<file path="src/rtl/mul_pkg.sv">
// Shared types and defaults for the sequential multiply unit.
package mul_pkg;

  localparam int unsigned MUL_WIDTH = 32;

  typedef enum logic [1:0] {
    MULOP_MUL   = 2'b00,
    MULOP_UMULL = 2'b01,
    MULOP_SMULL = 2'b10,
    MULOP_RSVD  = 2'b11
  } mulop_e;

  typedef enum logic [1:0] {
    S_IDLE,
    S_RUN,
    S_SIGN,
    S_DONE
  } state_e;

  function automatic logic is_long_op(input mulop_e op);
    return (op == MULOP_UMULL) || (op == MULOP_SMULL);
  endfunction

endpackage

</file>
<file path="src/rtl/mul_shift_add_dp.sv">
// Radix-2 shift-add datapath: accumulator, multiplicand and multiplier shift register.
module mul_shift_add_dp #(
  parameter int unsigned WIDTH = 32
) (
  input  logic               clk,
  input  logic               reset,
  input  logic               load,
  input  logic               step,
  input  logic               negate,
  input  logic [WIDTH-1:0]   mcand_in,
  input  logic [WIDTH-1:0]   mplier_in,
  output logic [2*WIDTH-1:0] prod_next
);

  logic [WIDTH-1:0]   mcand_q, mcand_d;
  logic [WIDTH-1:0]   hi_q, hi_d;
  logic [WIDTH-1:0]   lo_q, lo_d;
  logic [WIDTH:0]     sum;
  logic [2*WIDTH-1:0] prod_neg;

  always_comb begin
    mcand_d  = mcand_q;
    hi_d     = hi_q;
    lo_d     = lo_q;
    sum      = {1'b0, hi_q} + (lo_q[0] ? {1'b0, mcand_q} : '0);
    prod_neg = -{hi_q, lo_q};
    if (load) begin
      mcand_d = mcand_in;
      hi_d    = '0;
      lo_d    = mplier_in;
    end else if (step) begin
      // The add carry enters the top bit as {carry, hi, lo} shifts right by one.
      hi_d = sum[WIDTH:1];
      lo_d = {sum[0], lo_q[WIDTH-1:1]};
    end else if (negate) begin
      hi_d = prod_neg[2*WIDTH-1:WIDTH];
      lo_d = prod_neg[WIDTH-1:0];
    end
  end

  always_ff @(posedge clk or negedge reset) begin
    if (!reset) begin
      mcand_q <= '0;
      hi_q    <= '0;
      lo_q    <= '0;
    end else begin
      mcand_q <= mcand_d;
      hi_q    <= hi_d;
      lo_q    <= lo_d;
    end
  end

  assign prod_next = {hi_d, lo_d};

endmodule

</file>
<file path="src/rtl/mul_seq_unit.sv">
// Iterative MUL/UMULL/SMULL engine: FSM, iteration counter, handshake and result registers.
module mul_seq_unit
  import mul_pkg::*;
#(
  parameter int unsigned WIDTH = MUL_WIDTH,
  parameter int unsigned CNTW  = 6
) (
  input  logic             clk,
  input  logic             reset,
  input  logic             Start,
  input  logic [1:0]       MulOp,
  input  logic [WIDTH-1:0] SrcA,
  input  logic [WIDTH-1:0] SrcB,
  output logic             Busy,
  output logic             Stall,
  output logic             Done,
  output logic             IsLong,
  output logic [WIDTH-1:0] ResultLo,
  output logic [WIDTH-1:0] ResultHi,
  output logic [1:0]       MulFlags
);

  state_e           state_q, state_d;
  logic [CNTW-1:0]  cnt_q, cnt_d;
  mulop_e           op_q, op_d;
  logic             neg_q, neg_d;
  logic             busy_q, busy_d;
  logic             done_q, done_d;
  logic             is_long_q, is_long_d;
  logic [WIDTH-1:0] res_lo_q, res_lo_d;
  logic [WIDTH-1:0] res_hi_q, res_hi_d;
  logic [1:0]       flags_q, flags_d;

  logic               dp_load, dp_step, dp_negate;
  logic               is_smull;
  logic [WIDTH-1:0]   dp_a, dp_b;
  logic [2*WIDTH-1:0] prod_next;
  logic [WIDTH-1:0]   prod_lo, prod_hi;

  assign is_smull = (mulop_e'(MulOp) == MULOP_SMULL);
  assign dp_a     = (is_smull && SrcA[WIDTH-1]) ? -SrcA : SrcA;
  assign dp_b     = (is_smull && SrcB[WIDTH-1]) ? -SrcB : SrcB;
  assign prod_lo  = prod_next[WIDTH-1:0];
  assign prod_hi  = prod_next[2*WIDTH-1:WIDTH];

  mul_shift_add_dp #(.WIDTH(WIDTH)) u_dp (
    .clk      (clk),
    .reset    (reset),
    .load     (dp_load),
    .step     (dp_step),
    .negate   (dp_negate),
    .mcand_in (dp_a),
    .mplier_in(dp_b),
    .prod_next(prod_next)
  );

  always_comb begin
    state_d   = state_q;
    cnt_d     = cnt_q;
    op_d      = op_q;
    neg_d     = neg_q;
    busy_d    = busy_q;
    done_d    = 1'b0;
    is_long_d = is_long_q;
    res_lo_d  = res_lo_q;
    res_hi_d  = res_hi_q;
    flags_d   = flags_q;
    dp_load   = 1'b0;
    dp_step   = 1'b0;
    dp_negate = 1'b0;
    case (state_q)
      S_IDLE: begin
        if (Start) begin
          op_d    = mulop_e'(MulOp);
          neg_d   = is_smull && (SrcA[WIDTH-1] ^ SrcB[WIDTH-1]);
          cnt_d   = '0;
          busy_d  = 1'b1;
          dp_load = 1'b1;
          state_d = S_RUN;
        end
      end
      S_RUN: begin
        dp_step = 1'b1;
        cnt_d   = cnt_q + CNTW'(1);
        if (cnt_q == CNTW'(WIDTH - 1)) state_d = S_SIGN;
      end
      S_SIGN: begin
        // Result registers load from the post-negate value so they are valid in the DONE cycle.
        dp_negate = neg_q;
        done_d    = 1'b1;
        is_long_d = is_long_op(op_q);
        res_lo_d  = prod_lo;
        if (is_long_op(op_q)) begin
          res_hi_d = prod_hi;
          flags_d  = {prod_hi[WIDTH-1], (prod_next == '0)};
        end else begin
          res_hi_d = '0;
          flags_d  = {prod_lo[WIDTH-1], (prod_lo == '0)};
        end
        state_d = S_DONE;
      end
      S_DONE: begin
        busy_d  = 1'b0;
        state_d = S_IDLE;
      end
      default: state_d = S_IDLE;
    endcase
  end

  always_ff @(posedge clk or negedge reset) begin
    if (!reset) begin
      state_q   <= S_IDLE;
      cnt_q     <= '0;
      op_q      <= MULOP_MUL;
      neg_q     <= 1'b0;
      busy_q    <= 1'b0;
      done_q    <= 1'b0;
      is_long_q <= 1'b0;
      res_lo_q  <= '0;
      res_hi_q  <= '0;
      flags_q   <= '0;
    end else begin
      state_q   <= state_d;
      cnt_q     <= cnt_d;
      op_q      <= op_d;
      neg_q     <= neg_d;
      busy_q    <= busy_d;
      done_q    <= done_d;
      is_long_q <= is_long_d;
      res_lo_q  <= res_lo_d;
      res_hi_q  <= res_hi_d;
      flags_q   <= flags_d;
    end
  end

  assign Busy     = busy_q;
  assign Stall    = (Start && (state_q == S_IDLE)) || busy_q;
  assign Done     = done_q;
  assign IsLong   = is_long_q;
  assign ResultLo = res_lo_q;
  assign ResultHi = res_hi_q;
  assign MulFlags = flags_q;

endmodule

</file>
<file path="config.mk">
export PLATFORM = sky130hd
export DESIGN_NAME = mul_seq_unit
export DESIGN_NICKNAME = d
export VERILOG_FILES = /design/src/rtl/mul_pkg.sv /design/src/rtl/mul_shift_add_dp.sv /design/src/rtl/mul_seq_unit.sv
export SDC_FILE = /design/constraint.sdc
export NUM_CORES = 1
export LEC_CHECK = 0
export CAP_MARGIN = 20
export CORE_ASPECT_RATIO = 0.6
export CORE_MARGIN = 4
export CORE_UTILIZATION = 30
export CTS_CLUSTER_SIZE = 16
export DETAILED_ROUTE_END_ITERATION = 8
export GPL_ROUTABILITY_DRIVEN = 0
export PLACE_DENSITY_LB_ADDON = 0.08
export SLEW_MARGIN = 20
export SYNTH_ARGS = -nofsm -noshare
export SYNTH_HDL_FRONTEND = slang
export SYNTH_SLANG_ARGS = --single-unit
</file>
<file path="constraint.sdc">
create_clock -name clk -period 4.25 [get_ports clk]
set_clock_uncertainty 0.15 [all_clocks]
set_input_delay 1.0625 -clock clk [delete_from_list [all_inputs] [get_ports clk]]
set_output_delay 1.0625 -clock clk [all_outputs]
set_load 0.05 [all_outputs]
</file>
==> reports/metrics.yaml, run 1 <==
run_status:
  outcome: "finished, violations left"
  violations: "setup timing"
worst_setup_path:
  timing.critical_path.to: "MulFlags[0]$_DFFE_PN0P_"
  worst-path-stages: 14
  cp-start-kind: "input port"
  cp_common_cell: "or4_4"
  worstSetupEndpointType: "flop"
  crit_buf_inv: 2
  path_cells: "buf_6, inv_4, ha_4, or4b_4, or4_4, nor4_4, nor4_1, or4_4, or4_4, or4_4, or4_4, nor4_2, nand4_1, o21bai_1"
  arrival_ns: 5.00
  worst_r2r_endpoint: "MulFlags[0]$_DFFE_PN0P_"
  cp_max_fo: 2
  path_delay_family: "simple AND/OR/NAND/NOR gates"
  r2r_cells: 17
  r2r_start: "u_dp.lo_q[0]$_DFF_PN0_"
  path_class: "input port to flop"
  cp_data_required_time_ns: 4.48
  cpPeakStageDelay_ns: 0.56
  timing.critical_path.from: "SrcB[1]"
  cp_slowest_cell: "or4_4"
  r2r_setup_slack_ns: -0.26
placement:
  dp_cells: 2336
  hpwl_mm: 39.3
  port_buffers: 138
  post_dp_cell_area_mm2: 0.0163
timing:
  finalCritPeriodShare_pct: 112
  setup_viol: 1
  layout_min_cycle_time_ns: 4.77
  maxSlewHeadroom_pct: 36.8
  holdWs_ns: 0.325
  tightest_slew_ns: 0.924
  max_freq_mhz: 210
  fin_setup_tns_ns: -0.521
  hold_violations: 0
  drv_slew: 0
  rsz0062_at_grt: "true"
  worst_slack_ns: -0.521
layout:
  nNetsFinal: 1939
  fin_cells: 2374
  drive_gt1_share_pct: 20.7
  area_growth_pct: 37.5
  stdcell_area_mm2: 0.0170
die:
  start_util_pct: 30.4
  ios: 139
  core_mm2: 0.0406
  dieArea_mm2: 0.0446
  die_x_um: 270
  die_h_um: 165
  rows: 57
power:
  power.total_mw: 13.9
  switching_power_mw: 7.00
  power.density_mw_per_mm2: 821
  ir_worst_vdd_mv: 0.404
  p_leak_nw: 7.34
  p_clk_share_pct: 11.7
  power_frac_comb_pct: 66.2
  switching_share_pct: 50.2
  seq_power_share_pct: 22.2
  power.internal_mw: 6.94
synth:
  netlist_area_mm2: 0.0124
  synth_edf_count: 0
  syn-instance-count: 1468
  synth_flop_cell: "dfrtp_1"
  synth_nets: 1578
  avgSynthCellArea_um2: 8.41
  yosysUniqueCellTypes: 80
  ys_seq_area_share_pct: 35.7
  async_reset_ff_share_pct: 100
  ys_ff_latch: 176
  ys_warn_count: 0
route:
  drt-total-wl_mm: 50.3
  vias: 12900
  wire_per_inst_um: 21.2
  post_drt_via_cell_ratio: 5.43
  route.detailed.drc: 0
  firstDrtPassIters: 5
  drtAntennaViolNets: 0
  drt_iter0_drc: 1611
global_routing:
  grt_pass1_vias: 12300
  grt_pass1_wl_mm: 76.0
  grt.overflow.total: 0
  grt_max_degree: 77
  track_usage_pct: 22.2
  antenna_found_initial: 1
clocking:
  cts.sinks: 176
  cts_max_level: 4
  numCtsBuffers: 17
  holdBufCountCts: 0
  clockBufferDepth: 2
  clock_latency_ns: 0.46
  clkSlewWorstSetupHoldPaths_ns: 0.08
  cts_tree: "done"
  root_buffer: "clkbuf_16"
min_path:
  hold_class: "flop to flop"
  min_path_cells: 2
run:
  cap_violations: 0
worst min-delay path, stage by stage (launching register included):
cell,delay (ns)
dfrtp_1,0.34
nand2_1,0.05
nand2_1,0.06
synthesized netlist by cell type (all sizes together), types with 23 or more instances:
cell type | n | area, um2
a21oi | 87 | 435
a22o | 23 | 201
a31oi | 25 | 156
and2 | 39 | 244
clkbuf | 81 | 304
dfrtp | 176 | 4400
ha | 40 | 500
inv | 42 | 158
nand2 | 132 | 495
nand3 | 28 | 140
nor2 | 167 | 627
nor3 | 36 | 180
nor4 | 38 | 278
o21ai | 101 | 505
or4 | 26 | 206
xnor2 | 62 | 543
xor2 | 52 | 455
cell families (layout without fill, tap and decap cells):
logic type	after synthesis	count (layout)	share of synthesized area, %
xor+xnor	114	114	8.08
compound gates	415	415	22.2
fa+ha+maj	41	41	4.21
flops	176	176	35.7
simple gates	555	555	22.6
mux	37	37	3.19
buf+inv	130	504	4.02
other cells	0	1	0
sequential cells by signal, indices dropped and copies added (netlist names):
register      flops
ResultHi         32
cnt_q             6
Busy              1
u_dp.mcand_q     32
u_dp.lo_q        32
u_dp.hi_q        32
ResultLo         32
neg_q             1
Done              1
op_q              2
IsLong            1
state_q           2
MulFlags          2
layout make-up:
type / instances / area [um2]
Inverter: 42 / 160
Sequential cell: 176 / 4400
Clock inverter: 15 / 164
Clock buffer: 17 / 425
Multi-Input combinational cell: 1162 / 7520
Fill cell: 4033 / 23600
Timing Repair Buffer: 430 / 3640
Antenna cell: 1 / 2.50
Tap cell: 531 / 664
per-stage QoR:
step	setup slack, ns	utilization [%]
floorplan	-0.853	-
CTS	-0.760	41.8
global route	-0.630	41.8
finish	-0.521	41.8
detailed placement	-1.44	40.2
global placement	-1.38	40.2
power groups by stage:
stage                     Sequential (mW)  Combinational (mW)  Clock, mW
after floorplan                      3.96                3.98          0
after global placement               3.11                9.06          0
after detailed placement             3.10                9.02          0
after CTS                            3.08                9.09       1.68
after global routing                 3.18                9.93       1.74
final                                3.09                9.23       1.62
cell usage in the layout, fill, tap and decap left out, types with 8 or more instances in the layout:
master and instances:
nand3_1 28, a21o_1 18, o21ai_1 8, nor2_1 166, a22o_1 23, and3_1 12
o41ai_1 12, o31ai_1 15, nand2_1 130, or3_1 15, o2bb2ai_1 10, nor3_1 36
and2_1 37, clkdlybuf4s50_1 127, nand4_1 13, ha_1 37, a211oi_1 13, mux2i_1 18
xnor2_1 62, o21ai_0 93, a21oi_1 87, o22ai_1 17, dfrtp_1 176, buf_4 287
nor4_1 31, mux2_2 19, or4_1 19, o211ai_1 19, inv_1 38, a31oi_1 25
clkbuf_16 17, xor2_1 52
layer usage:
metal  global-route usage, %  vias up  wire [um]
met5                    1.86        -         83
met4                    3.53        2        395
met3                    6.14       31       4750
met2                    28.2      487      18300
met1                    36.2     6220      26700
li1                        -     6148          -
how the worst min path moves through the flow:
stage                                  from                            to  slack (ns)
2_1_floorplan  u_dp.mcand_q[31]$_DFFE_PN0P_  u_dp.mcand_q[31]$_DFFE_PN0P_        0.29
3_3_place_gp   u_dp.mcand_q[31]$_DFFE_PN0P_  u_dp.mcand_q[31]$_DFFE_PN0P_        0.30
3_5_place_dp   u_dp.mcand_q[31]$_DFFE_PN0P_  u_dp.mcand_q[31]$_DFFE_PN0P_        0.31
4_1_cts        u_dp.mcand_q[31]$_DFFE_PN0P_  u_dp.mcand_q[31]$_DFFE_PN0P_        0.33
5_1_grt         u_dp.mcand_q[9]$_DFFE_PN0P_   u_dp.mcand_q[9]$_DFFE_PN0P_        0.36
6_report       u_dp.mcand_q[31]$_DFFE_PN0P_  u_dp.mcand_q[31]$_DFFE_PN0P_        0.32
timing repair:
action,4_1_cts,5_1_grt
pin swaps,13,9
buffers inserted,4,1
gates resized for setup,31,4
gates cloned,0,0
setup endpoints to repair,3,2
No activity file was read; power rests on OpenSTA's default activity.
==> run 2, diff against run 1 <==
--- a/config.mk
+++ b/config.mk
@@ -12,7 +12,7 @@
 export CTS_CLUSTER_SIZE = 16
 export DETAILED_ROUTE_END_ITERATION = 8
 export GPL_ROUTABILITY_DRIVEN = 0
-export PLACE_DENSITY_LB_ADDON = 0.08
+export PLACE_DENSITY = 0.61
 export SLEW_MARGIN = 20
 export SYNTH_ARGS = -nofsm -noshare
 export SYNTH_HDL_FRONTEND = slang
==> reports/metrics.yaml, run 2 (same netlist as run 1, synthesis figures left out) <==
clocking:
  holdBufCountCts: 0
  clkSlewWorstSetupHoldPaths_ns: 0.07
  numCtsBuffers: 17
  cts.sinks: 176
  clock_latency_ns: 0.46
  clockBufferDepth: 2
  root_buffer: "clkbuf_16"
  cts_tree: "done"
  cts_max_level: 4
placement:
  dp_cells: 2286
  port_buffers: 138
  post_dp_cell_area_mm2: 0.0159
  hpwl_mm: 37.3
layout:
  multi_input_area_mm2: 0.00753
  fin_cells: 2322
  area_growth_pct: 34.6
  nNetsFinal: 1888
  drive_gt1_share_pct: 18.5
  n_antenna_cell: 0
  final-seq-area_mm2: 0.00440
  final_common_cell: "buf_4"
  fillers: 3979
  final_cell_mix: "238 x buf_4, 176 x dfrtp_1, 166 x nor2_1"
  stdcell_area_mm2: 0.0166
timing:
  maxSlewHeadroom_pct: 40.4
  worst_slack_ns: -0.427
  layout_min_cycle_time_ns: 4.68
  setup_viol: 1
  holdWs_ns: 0.329
  rsz0062_at_grt: "true"
  tightest_slew_ns: 0.871
  drv_slew: 0
  hold_violations: 0
  max_freq_mhz: 214
  fin_setup_tns_ns: -0.427
  finalCritPeriodShare_pct: 110
die:
  core_mm2: 0.0406
  start_util_pct: 30.4
  ios: 139
  die_x_um: 270
  die_h_um: 165
  rows: 57
  dieArea_mm2: 0.0446
worst_setup_path:
  cpPeakStageDelay_ns: 0.55
  path_cells: "buf_8, inv_6, ha_4, or4b_4, or4_4, nor4_4, nor4_1, or4_4, or4_4, or4_4, or4_4, nor4_4, nand4_1, o21bai_1"
  cp_slowest_cell: "or4_4"
  cp_common_cell: "or4_4"
  path_class: "input port to flop"
  cp_max_fo: 2
  arrival_ns: 4.91
  cp-start-kind: "input port"
  cp_data_required_time_ns: 4.48
  worstSetupEndpointType: "flop"
run:
  cap_violations: 0
global_routing:
  antenna_found_initial: 0
  grt_max_degree: 74
  grt.overflow.total: 0
  grt_pass1_vias: 12500
  grt_pass1_wl_mm: 73.8
  track_usage_pct: 21.2
route:
  vias: 13100
  post_drt_via_cell_ratio: 5.63
  route.detailed.drc: 0
  drt_iter0_drc: 1476
  drt-total-wl_mm: 47.9
  drtAntennaViolNets: 0
  wire_per_inst_um: 20.6
  firstDrtPassIters: 8
power:
  ir_worst_vdd_mv: 0.406
  power.total_mw: 13.6
  p_leak_nw: 7.10
  power.density_mw_per_mm2: 819
min_path:
  hold_class: "flop to flop"
run_status:
  outcome: "finished, violations left"
  violations: "setup timing"
-- run 2: worst max-delay path: cells and delay by family --
family                     cells  cell delay, ns
adders and majority gates      1            0.12
and+or+nand+nor               10            3.43
AOI/OAI and AO/OA              1            0.13
buffers and inverters          2            0.15
-- run 2: area by class of cell --
| cell class | instances | area share, % |
|---|---|---|
| clock buffers | 18 | 2.58 |
| flip-flops and latches | 176 | 26.5 |
| inverters | 42 | 0.978 |
| multi-input cells | 1162 | 45.3 |
| well taps | 531 | 4.00 |
| repair buffers | 379 | 19.5 |
| clock inverters | 14 | 1.17 |
-- run 2: metal layers --
layer / vias up / track usage [%] / part of all wire (%)
met5: - / 0 / 0
met4: 0 / 4.75 / 1.7
met3: 68 / 7.78 / 12
met2: 712 / 28.8 / 38
met1: 6262 / 31.6 / 47
li1: 6027 / - / -
-- run 2: final timing paths --
path | slack, ns | cells after the start | to | start
setup / recovery | -0.43 | 14 | MulFlags[0]$_DFFE_PN0P_ | SrcB[1]
hold / removal | 0.33 | 2 | u_dp.mcand_q[19]$_DFFE_PN0P_ | u_dp.mcand_q[19]$_DFFE_PN0P_
setup reg to reg | -0.28 | 15 | MulFlags[0]$_DFFE_PN0P_ | u_dp.lo_q[0]$_DFF_PN0_
hold reg to reg | 0.33 | 2 | u_dp.mcand_q[19]$_DFFE_PN0P_ | u_dp.mcand_q[19]$_DFFE_PN0P_
max in group asynchronous | 2.77 | 2 | u_dp.lo_q[5]$_DFF_PN0_ | reset
min in group asynchronous | 0.36 | 1 | u_dp.mcand_q[6]$_DFFE_PN0P_ | reset
-- run 2: repair_timing --
action | in CTS | in global routing
gates resized for setup | 34 | 6
endpoints found under the setup margin | 1 | 3
pin swaps | 13 | 9
setup buffers | 2 | 2
-- run 2: through the flow --
step | worst slack, ns | util, %
after global routing | -0.583 | 41.0
after CTS | -0.721 | 40.9
after floorplan | -0.853 | -
after global placement | -1.38 | 39.2
final | -0.427 | 41.0
after detailed placement | -1.35 | 39.2
-- run 2: where the power goes --
| group | total, mW | internal [mW] | switching, mW |
|---|---|---|---|
| clock network | 1.70 | 0.947 | 0.753 |
| registers | 3.18 | 2.46 | 0.722 |
| logic | 8.75 | 3.40 | 5.34 |
